`src/rtl/wasm_pkg.sv`:
```
// Shared LEB128 constants, state encoding and sizing helper for the result
// transmit path and the CPU immediate decoder.
package wasm_pkg;

  localparam int LEB_CONT_BIT = 7;
  localparam int LEB_SIGN_BIT = 6;

  typedef enum logic [1:0] {
    IDLE = 2'd0,
    LOAD = 2'd1,
    SEND = 2'd2
  } leb_state_e;

  function automatic int leb_max_bytes(input int w);
    return (w + 6) / 7;
  endfunction

endpackage

```
`src/rtl/leb_sbyte_gen.sv`:
```
// One step of signed LEB128 encoding: low 7 bits, arithmetic-shifted remainder,
// and whether this group terminates the value.
module leb_sbyte_gen
  import wasm_pkg::*;
#(
  parameter int WIDTH = 64
) (
  input  logic [WIDTH-1:0] sr,
  output logic [6:0]       b,
  output logic [WIDTH-1:0] nxt,
  output logic             done
);

  assign b   = sr[6:0];
  assign nxt = {{7{sr[WIDTH-1]}}, sr[WIDTH-1:7]};
  // Stop once the remainder is pure sign and the emitted sign bit agrees with it.
  assign done = ((nxt == '0) && !b[LEB_SIGN_BIT]) || ((&nxt) && b[LEB_SIGN_BIT]);

endmodule

```
`src/rtl/result_leb_tx.sv`:
```
// Pops CPU results one at a time and streams each as signed LEB128 bytes
// over a valid/ready byte interface.
module result_leb_tx
  import wasm_pkg::*;
#(
  parameter int WIDTH     = 64,
  parameter int MAX_BYTES = leb_max_bytes(WIDTH)
) (
  input  logic             clk,
  input  logic             reset,
  input  logic [WIDTH-1:0] result,
  input  logic             result_empty,
  output logic             result_pop,
  input  logic             enable,
  output logic [7:0]       out_data,
  output logic             out_valid,
  input  logic             out_ready,
  output logic             out_last,
  output logic             busy,
  output logic [15:0]      sent_count
);

  localparam int CW = $clog2(MAX_BYTES + 1);

  leb_state_e       state_r;
  logic [WIDTH-1:0] sr_r;
  logic [CW-1:0]    cnt_r;

  logic [6:0]       gen_b_s;
  logic [WIDTH-1:0] gen_nxt_s;
  logic             gen_done_s;
  logic [CW-1:0]    cnt_nxt_s;
  logic             last_s;

  leb_sbyte_gen #(.WIDTH(WIDTH)) u_gen (
    .sr   (sr_r),
    .b    (gen_b_s),
    .nxt  (gen_nxt_s),
    .done (gen_done_s)
  );

  // The pop must coincide with the capture edge, so it is decoded from state.
  assign result_pop = reset && (state_r == IDLE) && enable && !result_empty;
  assign busy       = (state_r != IDLE);

  // Byte index of the byte being formed and the forced-last length guard.
  always_comb begin
    cnt_nxt_s = CW'(1);
    if (state_r == LOAD) begin
      cnt_nxt_s = CW'(1);
    end else begin
      cnt_nxt_s = cnt_r + CW'(1);
    end
    last_s = gen_done_s || (cnt_nxt_s == CW'(MAX_BYTES));
  end

  // Sequencer: capture on pop, form the first byte, then stream under backpressure.
  always_ff @(posedge clk or negedge reset) begin
    if (!reset) begin
      state_r    <= IDLE;
      sr_r       <= '0;
      cnt_r      <= '0;
      out_data   <= 8'h00;
      out_valid  <= 1'b0;
      out_last   <= 1'b0;
      sent_count <= 16'd0;
    end else begin
      case (state_r)
        IDLE: begin
          if (result_pop) begin
            sr_r    <= result;
            state_r <= LOAD;
          end else begin
            state_r <= IDLE;
          end
        end
        LOAD: begin
          out_data  <= {~last_s, gen_b_s};
          out_last  <= last_s;
          out_valid <= 1'b1;
          sr_r      <= gen_nxt_s;
          cnt_r     <= cnt_nxt_s;
          state_r   <= SEND;
        end
        SEND: begin
          if (out_valid && out_ready) begin
            if (out_last) begin
              sent_count <= sent_count + 16'd1;
              out_valid  <= 1'b0;
              out_last   <= 1'b0;
              state_r    <= IDLE;
            end else begin
              out_data <= {~last_s, gen_b_s};
              out_last <= last_s;
              sr_r     <= gen_nxt_s;
              cnt_r    <= cnt_nxt_s;
            end
          end else begin
            state_r <= SEND;
          end
        end
        default: begin
          state_r   <= IDLE;
          out_valid <= 1'b0;
          out_last  <= 1'b0;
        end
      endcase
    end
  end

endmodule

```
`config.mk`:
```
export PLATFORM = sky130hd
export DESIGN_NAME = result_leb_tx
export DESIGN_NICKNAME = d
export VERILOG_FILES = /design/src/rtl/wasm_pkg.sv /design/src/rtl/leb_sbyte_gen.sv /design/src/rtl/result_leb_tx.sv
export SDC_FILE = /design/constraint.sdc
export NUM_CORES = 1
export LEC_CHECK = 0
export BUFFER_PORTS_ARGS = -buffer_cell sky130_fd_sc_hd__buf_2
export CAP_MARGIN = 10
export CORE_MARGIN = 5
export CORE_UTILIZATION = 30
export CTS_CLUSTER_SIZE = 24
export DETAILED_ROUTE_END_ITERATION = 10
export SETUP_SLACK_MARGIN = 0.5
export SYNTH_ARGS = -nofsm -noshare
export SYNTH_HDL_FRONTEND = slang
export SYNTH_SLANG_ARGS = --single-unit
export TNS_END_PERCENT = 100
```
`constraint.sdc`:
```
create_clock -name clk -period 2.3 [get_ports clk]
set_input_delay 0.23 -clock clk [delete_from_list [all_inputs] [get_ports clk]]
set_output_delay 0.23 -clock clk [all_outputs]
set_load 0.01 [all_outputs]
```
Yosys cells after proc, flatten, opt, wreduce, memory -nomap -nowiden
Index checks and enable logic that the tools add are counted.
{"block": "totals", "register_bits": 96, "elab_cells": 65}
{"block": "op_classes", "n_addsub": 2, "eq_ne": 8, "mux": 21, "bitwise": 4, "n_reduce_logical": 22}
{"cell": "case mux 64 bit (3 select lines)", "n": 1}
{"cell": "2-to-1 mux 63 bit", "n": 2}
{"cell": "zero test 64 bit", "n": 1}
{"cell": "2-to-1 mux 64 bit", "n": 1}
{"cell": "AND reduction 57 bit", "n": 1}
{"cell": "adder 16 x 1 -> 16 bit, second input constant", "n": 1}
{"cell": "2-to-1 mux 8 bit", "n": 2}
{"cell": "case mux 8 bit (2 select lines)", "n": 1}
{"cell": "2-to-1 mux 4 bit", "n": 3}
{"cell": "AND reduction 3 bit", "n": 3}
{"cell": "inequality test 2 bit, second input constant", "n": 4}
{"cell": "case mux 4 bit (2 select lines)", "n": 1}
{"cell": "AND reduction 4 bit", "n": 2}
{"cell": "logical AND 1 bit", "n": 6}
{"cell": "case mux 1 bit (3 select lines)", "n": 2}
{"cell": "case mux 2 bit (3 select lines)", "n": 1}
{"cell": "2-to-1 mux 1 bit", "n": 5}
{"cell": "adder 4 x 1 -> 4 bit, second input constant", "n": 1}
{"cell": "equality test 4 bit, second input constant", "n": 1}
{"cell": "2-to-1 mux 2 bit", "n": 2}
{"cell": "NOT 1 bit", "n": 4}
{"cell": "nonzero test 2 bit", "n": 2}
{"cell": "inequality test 3 bit, second input constant", "n": 1}
{"cell": "nonzero test 3 bit", "n": 1}
{"cell": "6 further kinds", "n": 8}

Depth between registers and ports, before layout
{"block": "logic_depth", "depth_word": 8, "depth_mapped": 8}

Hierarchy
Synthesis repeated with hierarchy kept, for this count alone.
{"block": "unflattened", "cells_unflattened": 520, "hier_area_um2": 5242.5}
{"mod": "result_leb_tx", "n_inst": 1, "cells_per_inst": 408, "area_per_inst_um2": 4455.5}
{"mod": "leb_sbyte_gen", "n_inst": 1, "cells_per_inst": 112, "area_per_inst_um2": 787.0}

Worst setup path after synthesis
No wires, ideal clock.
{"block": "synth_path", "path_type": "register -> register", "from": "register state_r[0]", "to": "register sr_r[10]", "setup_ns": 0.126, "arrival_time_ns": 1.695, "path_slack_ns": 0.480, "stages_incl_launch_ff": 8, "synth_period_minus_slack_ns": 1.820, "cell_sequence": "dfrtp_1 -> inv_1 -> ha_1 -> clkbuf_1 -> buf_2 -> buf_2 -> mux2i_1 -> a21oi_1"}
{"block": "synth_via", "elab_chain_len": 6, "elab_cells_between_ends": 12, "cone_classes": "eq/ne: 5; mux: 1; reduce/logical: 6"}
{"element": "start: declaration", "line": "result_leb_tx.sv:25", "rtl": "leb_state_e state_r;"}
{"element": "start signal: assignment", "line": "result_leb_tx.sv:60", "rtl": "state_r <= IDLE;"}
{"element": "start signal: assignment", "line": "result_leb_tx.sv:72", "rtl": "state_r <= LOAD;"}
{"element": "start signal: assignment", "line": "result_leb_tx.sv:74", "rtl": "state_r <= IDLE;"}
{"element": "zero test 2 bit", "line": "result_leb_tx.sv:43, result_leb_tx.sv:68"}
{"element": "logical AND 1 bit (3 in series)", "line": "result_leb_tx.sv:43", "rtl": "assign result_pop = reset && (state_r == IDLE) && enable && !result_empty;"}
{"element": "inequality test 2 bit (no line)"}
{"element": "AND reduction 4 bit (no line)"}
{"element": "end signal: assignment", "line": "result_leb_tx.sv:71", "rtl": "sr_r <= result;"}
{"element": "end signal: assignment", "line": "result_leb_tx.sv:81", "rtl": "sr_r <= gen_nxt_s;"}
{"element": "end signal: assignment", "line": "result_leb_tx.sv:95", "rtl": "sr_r <= gen_nxt_s;"}
{"element": "end: declaration", "line": "result_leb_tx.sv:26", "rtl": "logic [WIDTH-1:0] sr_r;"}
Several ways; a longest one is shown, not always the timed one. The select of a mux whose other input is x is not followed.
A chain may end at the register's enable or synchronous reset.

Worst setup path in the final report
{"block": "layout_path", "from": "register state_r[1]", "to": "register sr_r[39]"}
The elaborated chain is that of the path after synthesis.

==> impl_metrics.json <==
{
  "numPortBuffers": 96,
  "ys_types": 37,
  "yosys_register_bits": 96,
  "max_cap_violations": 0,
  "place_congestion": 0.7930,
  "finalSetupViolCount": 0,
  "min_path_type": "input port to flip-flop",
  "r2r-start": "state_r[1]",
  "synth_xor_area_share_pct": 2.978,
  "cts_buffers": 9,
  "fill_cells": 1501,
  "grt_pass1_vias": 4017,
  "fmax_ghz": 0.5305,
  "grt_max_degree": 51,
  "core_area_sq_um": 15310,
  "worst_pin_slew_ns": 0.6648,
  "die-area_sq_um": 18290,
  "path_max_fanout": 11,
  "min_period_ns": 1.885,
  "fin_worst_skew_ns": 0.01040,
  "rsz0062_at_grt": "true",
  "powerDensity_nw_per_um2": 1331,
  "required_ns": 2.57,
  "cts.sinks": 96,
  "firstDrtPassIters": 5,
  "synth-compound-area-share_pct": 10.50,
  "drtAntennaViolNets": 0,
  "syn_avg_cell_area_sq_um": 10.08,
  "syn-num-nets": 542,
  "hold_violations": 0,
  "clock-root-buffer": "clkbuf_16",
  "ff2ff_setup_slack_ns": 0.42,
  "grtUsageMet3_pct": 3.158,
  "synthMuxAreaShare_pct": 14.33,
  "synthAdderAreaFrac_pct": 1.595,
  "hold_start": "result[63]",
  "h-tree-depth": 3,
  "maxSlewViolCount": 0,
  "slew_headroom_pct": 55.68,
  "synth_top_family_by_area": "simple AND/OR/NAND/NOR gates",
  "cp.arrival_ns": 2.16,
  "grt_pass1_wl_microns": 21400,
  "start_kind": "flip-flop",
  "fin_nets": 667,
  "antenna_found_initial": 1,
  "routed_via_density": 5.158,
  "pin_count": 97,
  "grtUsageMet1_pct": 20.56,
  "rows": 45,
  "die_h_microns": 135.2,
  "clk_pin_slew_worst_paths_ns": 0.07,
  "final.setup.tns_ns": 0,
  "hpwlAfterDp_microns": 9140,
  "yosys.area_share.simple_pct": 15.87,
  "synth-seq-area-share_pct": 51.05,
  "fin_crit_sh_pct": 81.95,
  "yosys_warnings": 0,
  "vias": 4173,
  "wl_microns": 14930,
  "syn_to_final_growth_pct": 36.64,
  "post_drt_wl_per_cell_microns": 18.45,
  "peakVddDrop_mv": 0.5971,
  "gr-usage-met2_pct": 22.87,
  "cts_tree": "yes",
  "reg2reg_depth": 8,
  "die_x_microns": 135.2,
  "top_usage_layer": "met2",
  "grt_usage_pct": 14.77,
  "drive_above_1_share_pct": 35.85,
  "design_area_sq_um": 6430,
  "r2r-end": "sr_r[39]",
  "overflow": 0,
  "syn_inst": 467,
  "dpl-instance-area_sq_um": 5430,
  "p_leak_nw": 2.747,
  "insertion_delay_ns": 0.35,
  "drcViolationCount": 0,
  "worstHoldEndpoint": "sr_r[63]",
  "start_util_pct": 30.73,
  "holdPathStages": 3,
  "critPathCaptureType": "flip-flop",
  "drt_iter0_markers": 275,
  "status": "complete, no violations",
  "cts_buffer_depth": 2,
  "criticalPathCategory": "flip-flop to flip-flop",
  "syn_area_sq_um": 4706
}
[worst max-delay path by stage]
stage,start,endpoint,depth (start not counted)
2_1_floorplan,state_r[0],out_data[0],6
3_3_place_gp,state_r[0],out_last,5
3_5_place_dp,state_r[0],sent_count[15],7
4_1_cts,state_r[1],sr_r[2],8
5_1_grt,state_r[1],sr_r[39],8
6_report,state_r[1],sr_r[39],8
[synth_stat cells]
master / instances / area [sq um]
and4_1: 1 / 8.760
a21oi_4: 1 / 16.27
a21o_1: 1 / 7.510
dfrtp_1: 96 / 2402
or4_1: 1 / 7.510
nand4_1: 21 / 131.4
a21oi_1: 75 / 375.4
a2111oi_0: 1 / 8.760
clkbuf_1: 6 / 22.52
inv_1: 11 / 41.29
mux2_2: 8 / 90.09
nor3_1: 5 / 25.02
ha_1: 6 / 75.07
or3_1: 2 / 12.51
and3b_1: 1 / 8.760
nor2_1: 73 / 274.0
o21bai_2: 1 / 11.26
o221ai_1: 1 / 8.760
xnor2_1: 12 / 105.1
o32a_1: 1 / 10.01
clkinv_1: 1 / 3.750
xor2_1: 4 / 35.03
nand4b_1: 1 / 8.760
buf_2: 18 / 90.09
nand3_1: 12 / 60.06
nand3b_1: 1 / 7.510
nor4_1: 17 / 106.4
nand4_4: 1 / 21.27
o2bb2ai_1: 1 / 8.760
mux2i_1: 57 / 570.6
mux2i_2: 1 / 13.76
nand2_1: 15 / 56.30
buf_4: 2 / 15.01
o21ai_0: 8 / 40.04
and2_1: 2 / 12.51
nor2b_1: 1 / 6.260
a22oi_1: 1 / 7.510
[routing by layer]
layer  wire length (microns)  part of all wire [%]  vias up
met5                       0                     0        -
met4                     308                   2.1        0
met3                     816                   5.5       25
met2                    7216                    48      141
met1                    6588                    44     2082
li1                        -                     -     1925
[critical path, stage by stage (launching register included)]
cell	delay, ns
dfrtp_1	0.43
inv_2	0.12
ha_4	0.16
nand4b_1	0.21
a21oi_4	0.29
buf_12	0.20
clkbuf_16	0.18
nor2_1	0.06
a21oi_1	0.15
[sequential cells by signal, indices dropped and copies added (netlist names)]
name,flops
sr_r,64
out_data,8
cnt_r,4
out_last,1
sent_count,16
state_r,2
out_valid,1
[through the flow]
| stage | instances | hold slack [ns] | utilization (%) | power, mW | setup slack, ns |
|---|---|---|---|---|---|
| floorplan | 467 | -0.06559 | - | 4.975 | 0.5159 |
| global placement | 757 | 0.03078 | 35.46 | 5.690 | 0.3496 |
| detailed placement | 757 | 0.02865 | 35.46 | 5.818 | 0.3067 |
| CTS | 781 | 0.1392 | 38.38 | 7.612 | 0.4971 |
| global route | 809 | 0.1596 | 41.99 | 9.100 | 0.3492 |
| finish | 809 | 0.1512 | 41.99 | 8.558 | 0.4151 |
[cell type report]
class	count	area (sq um)	share of cell area, %
Inverter	12	51.30	0.7978
Multi-Input combinational cell	333	2332	36.27
Antenna cell	1	2.502	0.03892
Clock buffer	11	252.7	3.931
Sequential cell	96	2402	37.36
Clock inverter	5	38.79	0.6032
Tap cell	211	264.0	4.106
Timing Repair Buffer	140	1086	16.89
[power breakdown]
| part | internal [mW] | total, mW | switching (mW) |
|---|---|---|---|
| clock | 0.798 | 1.47 | 0.672 |
| combinational | 1.93 | 3.91 | 1.98 |
| sequential | 2.37 | 3.18 | 0.804 |
| total | 5.10 | 8.56 | 3.46 |
[what timing repair did]
item / in CTS / in global routing
pin swaps: 3 / 6
hold endpoints to repair: 1 / 0
hold buffers: 1 / 0
resized for setup: 17 / 53
endpoints found under the setup margin: 79 / 80
cloned: 2 / 10
buffers inserted: 5 / 17
[cell usage in the layout, fill, tap and decap left out, drive strengths merged, types with 2 or more instances in the layout]
master,count
a21oi,76
and2,2
buf,131
clkbuf,19
clkinv,4
dfrtp,96
ha,6
inv,12
mux2,8
mux2i,58
nand2,15
nand3,12
nand4,22
nor2,73
nor3,5
nor4,17
o21ai,8
or3,2
xnor2,12
xor2,4
[cells by family (layout without fill, tap and decap cells)]
kind of cell	after synthesis	count (layout)
AND/OR/NAND/NOR	154	154
flip-flops	96	96
AO/OA/AOI/OAI	91	91
multiplexers	66	66
buffers and inverters	38	168
XOR/XNOR	16	16
adder cells (fa/ha/maj)	6	6
other	0	1
(Power assumes the default switching activity.)
